### src/rtl/fifo_pkg.sv
// Shared definitions for the receive-path FIFO: pointer wrap helper and error-flag layout.
package fifo_pkg;

    localparam int unsigned ERR_W   = 2;
    localparam int unsigned ERR_OVF = 0;
    localparam int unsigned ERR_UDF = 1;

    // Pointer advance with explicit wrap so DEPTH need not be a power of two.
    function automatic int unsigned ptr_inc(input int unsigned ptr, input int unsigned depth);
        return (ptr >= depth - 32'd1) ? 32'd0 : ptr + 32'd1;
    endfunction

endpackage

### src/rtl/fifo_ram.sv
// DEPTH x DATA_W simple dual-port storage; read port is registered (FWFT=0) or asynchronous (FWFT=1).
module fifo_ram #(
    parameter int unsigned DATA_W = 8,
    parameter int unsigned DEPTH  = 16,
    parameter int unsigned FWFT   = 0,
    parameter int unsigned ADDR_W = $clog2(DEPTH)
) (
    input  logic              clk,
    input  logic              reset,
    input  logic              we,
    input  logic [ADDR_W-1:0] waddr,
    input  logic [DATA_W-1:0] wdata,
    input  logic              re,
    input  logic [ADDR_W-1:0] raddr,
    output logic [DATA_W-1:0] rdata
);

    logic [DATA_W-1:0] mem_q [DEPTH];

    // Storage is intentionally not reset.
    always_ff @(posedge clk) begin
        if (we) begin
            mem_q[waddr] <= wdata;
        end
    end

    if (FWFT != 0) begin : g_async
        logic unused_c;
        assign unused_c = re ^ reset;
        assign rdata    = mem_q[raddr];
    end else begin : g_reg
        logic [DATA_W-1:0] rdata_q;
        always_ff @(posedge clk) begin
            if (reset) begin
                rdata_q <= '0;
            end else if (re) begin
                rdata_q <= mem_q[raddr];
            end
        end
        assign rdata = rdata_q;
    end

endmodule

### src/rtl/sync_fifo.sv
// Parametrised single-clock FIFO for the UART receive path with registered level/flags,
// sticky error flags and optional first-word-fall-through read.
module sync_fifo
    import fifo_pkg::*;
#(
    parameter int unsigned DATA_W    = 8,
    parameter int unsigned DEPTH     = 16,
    parameter int unsigned AFULL_TH  = DEPTH - 2,
    parameter int unsigned AEMPTY_TH = 2,
    parameter int unsigned FWFT      = 0,
    localparam int unsigned LVL_W    = $clog2(DEPTH + 1)
) (
    input  logic              clk,
    input  logic              reset,
    input  logic              wr_en,
    input  logic [DATA_W-1:0] wr_data,
    input  logic              rd_en,
    output logic [DATA_W-1:0] rd_data,
    output logic              rd_valid,
    output logic              full,
    output logic              empty,
    output logic              almost_full,
    output logic              almost_empty,
    output logic [LVL_W-1:0]  level,
    output logic              overflow,
    output logic              underflow,
    input  logic              clr_err
);

    localparam int unsigned PTR_W = $clog2(DEPTH);

    logic [PTR_W-1:0] wr_ptr_q, wr_ptr_d;
    logic [PTR_W-1:0] rd_ptr_q, rd_ptr_d;
    logic [LVL_W-1:0] level_q, level_d;
    logic             full_q, full_d;
    logic             empty_q, empty_d;
    logic             afull_q, afull_d;
    logic             aempty_q, aempty_d;
    logic             rd_valid_q, rd_valid_d;
    logic [ERR_W-1:0] err_q, err_d;
    logic             wr_accept_c;
    logic             rd_accept_c;
    logic [DATA_W-1:0] ram_rdata;

    // Accept decisions, pointer/level update and flag precompute from the next level.
    always_comb begin
        rd_accept_c = rd_en && !empty_q;
        wr_accept_c = wr_en && (!full_q || rd_accept_c);
        wr_ptr_d    = wr_ptr_q;
        rd_ptr_d    = rd_ptr_q;
        level_d     = level_q;
        err_d       = clr_err ? '0 : err_q;
        rd_valid_d  = rd_accept_c;

        if (wr_accept_c) begin
            wr_ptr_d = PTR_W'(ptr_inc(32'(wr_ptr_q), DEPTH));
        end
        if (rd_accept_c) begin
            rd_ptr_d = PTR_W'(ptr_inc(32'(rd_ptr_q), DEPTH));
        end

        case ({wr_accept_c, rd_accept_c})
            2'b10:   level_d = level_q + LVL_W'(1);
            2'b01:   level_d = level_q - LVL_W'(1);
            default: level_d = level_q;
        endcase

        // A rejected op sets its flag even when clr_err is asserted in the same cycle.
        if (wr_en && !wr_accept_c) begin
            err_d[ERR_OVF] = 1'b1;
        end
        if (rd_en && empty_q) begin
            err_d[ERR_UDF] = 1'b1;
        end

        full_d   = (32'(level_d) == DEPTH);
        empty_d  = (level_d == '0);
        afull_d  = (32'(level_d) >= AFULL_TH);
        aempty_d = (32'(level_d) <= AEMPTY_TH);
    end

    always_ff @(posedge clk) begin
        if (reset) begin
            wr_ptr_q   <= '0;
            rd_ptr_q   <= '0;
            level_q    <= '0;
            full_q     <= 1'b0;
            empty_q    <= 1'b1;
            afull_q    <= 1'b0;
            aempty_q   <= 1'b1;
            rd_valid_q <= 1'b0;
            err_q      <= '0;
        end else begin
            wr_ptr_q   <= wr_ptr_d;
            rd_ptr_q   <= rd_ptr_d;
            level_q    <= level_d;
            full_q     <= full_d;
            empty_q    <= empty_d;
            afull_q    <= afull_d;
            aempty_q   <= aempty_d;
            rd_valid_q <= rd_valid_d;
            err_q      <= err_d;
        end
    end

    fifo_ram #(
        .DATA_W (DATA_W),
        .DEPTH  (DEPTH),
        .FWFT   (FWFT),
        .ADDR_W (PTR_W)
    ) u_ram (
        .clk   (clk),
        .reset (reset),
        .we    (wr_accept_c && !reset),
        .waddr (wr_ptr_q),
        .wdata (wr_data),
        .re    (rd_accept_c && !reset),
        .raddr (rd_ptr_q),
        .rdata (ram_rdata)
    );

    assign rd_data      = ram_rdata;
    assign rd_valid     = (FWFT != 0) ? !empty_q : rd_valid_q;
    assign full         = full_q;
    assign empty        = empty_q;
    assign almost_full  = afull_q;
    assign almost_empty = aempty_q;
    assign level        = level_q;
    assign overflow     = err_q[ERR_OVF];
    assign underflow    = err_q[ERR_UDF];

endmodule

### config.mk
export PLATFORM = sky130hd
export DESIGN_NAME = sync_fifo
export DESIGN_NICKNAME = d
export VERILOG_FILES = /design/src/rtl/fifo_pkg.sv /design/src/rtl/fifo_ram.sv /design/src/rtl/sync_fifo.sv
export SDC_FILE = /design/constraint.sdc
export NUM_CORES = 1
export LEC_CHECK = 0
export ABC_CLOCK_PERIOD_IN_PS = 3800
export CORE_ASPECT_RATIO = 0.9
export CORE_MARGIN = 5
export CORE_UTILIZATION = 42
export DETAILED_ROUTE_END_ITERATION = 10
export SLEW_MARGIN = 15
export SYNTH_ARGS = -nofsm -noshare
export SYNTH_HDL_FRONTEND = slang
export SYNTH_HIERARCHICAL = 1
export SYNTH_SLANG_ARGS = --single-unit
### constraint.sdc
create_clock -name clk -period 3.8 [get_ports clk]
set_input_delay 0.95 -clock clk [delete_from_list [all_inputs] [get_ports clk]]
set_output_delay 0.95 -clock clk [all_outputs]
set_load 0.05 [all_outputs]
==> out/results.txt <==
hold-fix buffers at CTS - 0
H-tree levels - 4
WL final - 12800 µm
CP max stage cell - clkdlybuf4s50_1
row count - 42
Max Cap Violations - 0
dpl cells - 664
Slew @ Worst Pin - 0.8091 ns
TritonCTS clock tree - built
Total Routing Usage GR - 15.05%
Post-Syn Area - 6376 µm²
Mapped Cells - 429
die area - 17750 µm²
Final WS setup - 0.4259 ns
gr ovfl total - 0
Initial Util - 43.03%
RD Place Congestion - 0.7960
pwr/cell area - 551.7 nW/µm²
leading area contributor after synthesis - edfxtp_1
Starting DRT DRC Count - 199
Pre-antenna DRT Iters - 4
Die H - 126.9 µm
status - finished clean
sequential fraction of the synthesis area - 69.07%
syn nets - 448
clk_skew - 0.009932 ns
final hold vios - 0
routed vias/inst - 5.230
Die Width - 139.9 µm
Post-synth ARST share - 0%
initial antenna violation count - 0
crit-path cells - clkdlybuf4s50_1 > nand2b_1 > buf_4 > inv_2 > ha_1 > xor2_1 > ha_1 > o21a_1 > o21ai_1 > a221oi_2 > mux2i_1 > and4b_1
yosys warns - 6
final period utilization - 88.79%
Tot Pwr - 4.155 mW
Worst setup EP type - register
largest net degree at the start of global routing - 39
synth unique cells - 47
Num CTS Buffers - 17
top cells by area, synth - edfxtp_1 (60%), mux2i_1 (11%), dfxtp_1 (8.8%)
leakage power - 2.483 nW
layout cells sized above 1 - 12.85%
Primary FF master, synth - edfxtp_1
Arr. time, crit path - 3.69 ns
HP Class - reg2reg
Port Buf Inserts - 32
ANT nets after route - 0
CP Launch Type - primary input
Yosys reg bits - 156
Crit Path Class - in2reg
area of the core - 14820 µm²
first-pass GRT wire length - 20020 µm
drt wl/cell - 18.39 µm
Clock Latency Late Sink - 0.42 ns
CTS Buffer Depth - 2
nets - 504
I/O pins - 33
slowest cell delay on critical path - 0.49 ns
worst-path fanout max - 9
Period minus WS final - 3.374 ns
Post-CTS Repair Setup Buffers - 0
Place WS - -0.02764 ns
ANT cells - 0
synthesis-to-finish area growth - 18.13%
Post-Layout Cell Count - 696
Synth Area per Inst - 14.86 µm²
vias - 3640
Slew Limit Fails - 0
Post-synth EDFFs - 128
Root Buffer Master - clkbuf_16
Clk pin slew, worst setup/hold paths - 0.06 ns
clock tree sinks - 156
HPWL Detailed - 8227 µm
slew margin rel. - 46.06%
Max Fclk - 296.4 MHz
critical path's top delay family - buffers and inverters
CTS resizes - 0
WP data required - 4.11 ns
unrepaired setup endpoints after global routing - no
Final setup viols - 0
Remaining DRCs - 0
setup TNS - 0 ns
worst vdd ir - 0.3464 mV
vias in the first global route - 3602
Synth top area share - 60.28%
most used cell, CP - ha_1
CP Buf/Inv Count - 3
==> cell type report <==
class                           instances  area [µm²]
Clock buffer                           18       429.2
Clock inverter                         14       142.6
Fill cell                            1274        7287
Inverter                                4       15.01
Multi-Input combinational cell        249        1782
Sequential cell                       156        4408
Tap cell                              198       247.7
Timing Repair Buffer                   57       508.0
==> through the flow <==
stage / cell area [µm²] / hold WS [ns] / utilization [%]
2_1_floorplan: 6376 / 0.5005 / -
3_3_place_gp: 6960 / 0.4450 / 46.97
3_5_place_dp: 6960 / 0.4591 / 46.97
4_1_cts: 7532 / 0.4723 / 50.83
5_1_grt: 7532 / 0.4940 / 50.83
6_report: 7532 / 0.4659 / 50.83
==> Yosys cell counts (all sizes together) (2+ instances only) <==
library cell and number:
nor3 4, nor3b 2, a211oi 2, nor2 29
nand2b 5, nor2b 4, a22oi 25, nand2 29
o21ai 2, ha 6, a311oi 2, edfxtp 128
mux2i 67, inv 4, dfxtp 28, nand3b 3
xor2 6, clkbuf 3, and4b 2, nand3 26
a21oi 15, xnor2 2, and2 2, buf 17
==> power breakdown <==
part           internal [mW]  switching [mW]  total [mW]
Combinational          0.203           0.358       0.562
Sequential              1.90          0.0618        1.96
Clock                  0.967           0.662        1.63
Total                   3.07            1.08        4.16
==> state kept, by name, summed over array words and instances (netlist names) <==
register	flops
u_ram/mem_q	128
u_ram/rdata	8
level	5
rd_ptr_q	4
wr_ptr_q	4
err_q	2
almost_empty	1
almost_full	1
empty	1
full	1
rd_valid	1
==> cells in the final DEF, fill, tap and decap left out, types with 2 or more instances in the layout <==
cell             count
nand2b_1             5
edfxtp_1           128
nand3b_1             3
clkbuf_16           17
clkinv_1             3
clkinv_4             3
nand2_1             29
clkdlybuf4s50_1     32
bufinv_16            2
nor2_1              29
nor3_1               4
a22oi_1             25
buf_4               25
ha_1                 6
and2_1               2
nor2b_1              4
nand3_1             26
inv_2                2
xnor2_1              2
xor2_1               6
mux2i_1             67
dfxtp_1             27
a311oi_1             2
clkinv_2             2
inv_1                2
a21oi_1             15
o21ai_1              2
inv_6                4
==> tightest hold or removal path: cells and delay by family (launching register included) <==
family / cells / cell delay [ns]
flip-flops: 1 / 0.33
AND/OR/NAND/NOR: 2 / 0.10
==> worst paths after layout <==
kind                                        to  slack (ns)  depth (start not counted)            from
worst max-delay path                      full        0.43                         12           rd_en
worst min-delay path            u_ram/rdata[3]        0.47                          2  u_ram/rdata[3]
worst max register to register            full        1.02                         11           empty
worst min register to register  u_ram/rdata[3]        0.47                          2  u_ram/rdata[3]
==> logic make-up after synthesis <==
family | after synthesis | share of synthesized area, %
multiplexers | 67 | 10.52
adder cells (fa/ha/maj) | 6 | 1.177
flip-flops | 156 | 69.07
buffers and inverters | 24 | 2.983
AND/OR/NAND/NOR | 109 | 8.281
AO/OA/AOI/OAI | 59 | 6.868
XOR/XNOR | 8 | 1.099
==> per-layer routing <==
metal	global-route usage, %	share of wire [%]
met1	20.16	47
met4	5.869	1.7
met5	0	0
met2	22.83	46
met3	5.006	5.7
Power figures use the tool's default switching activity.
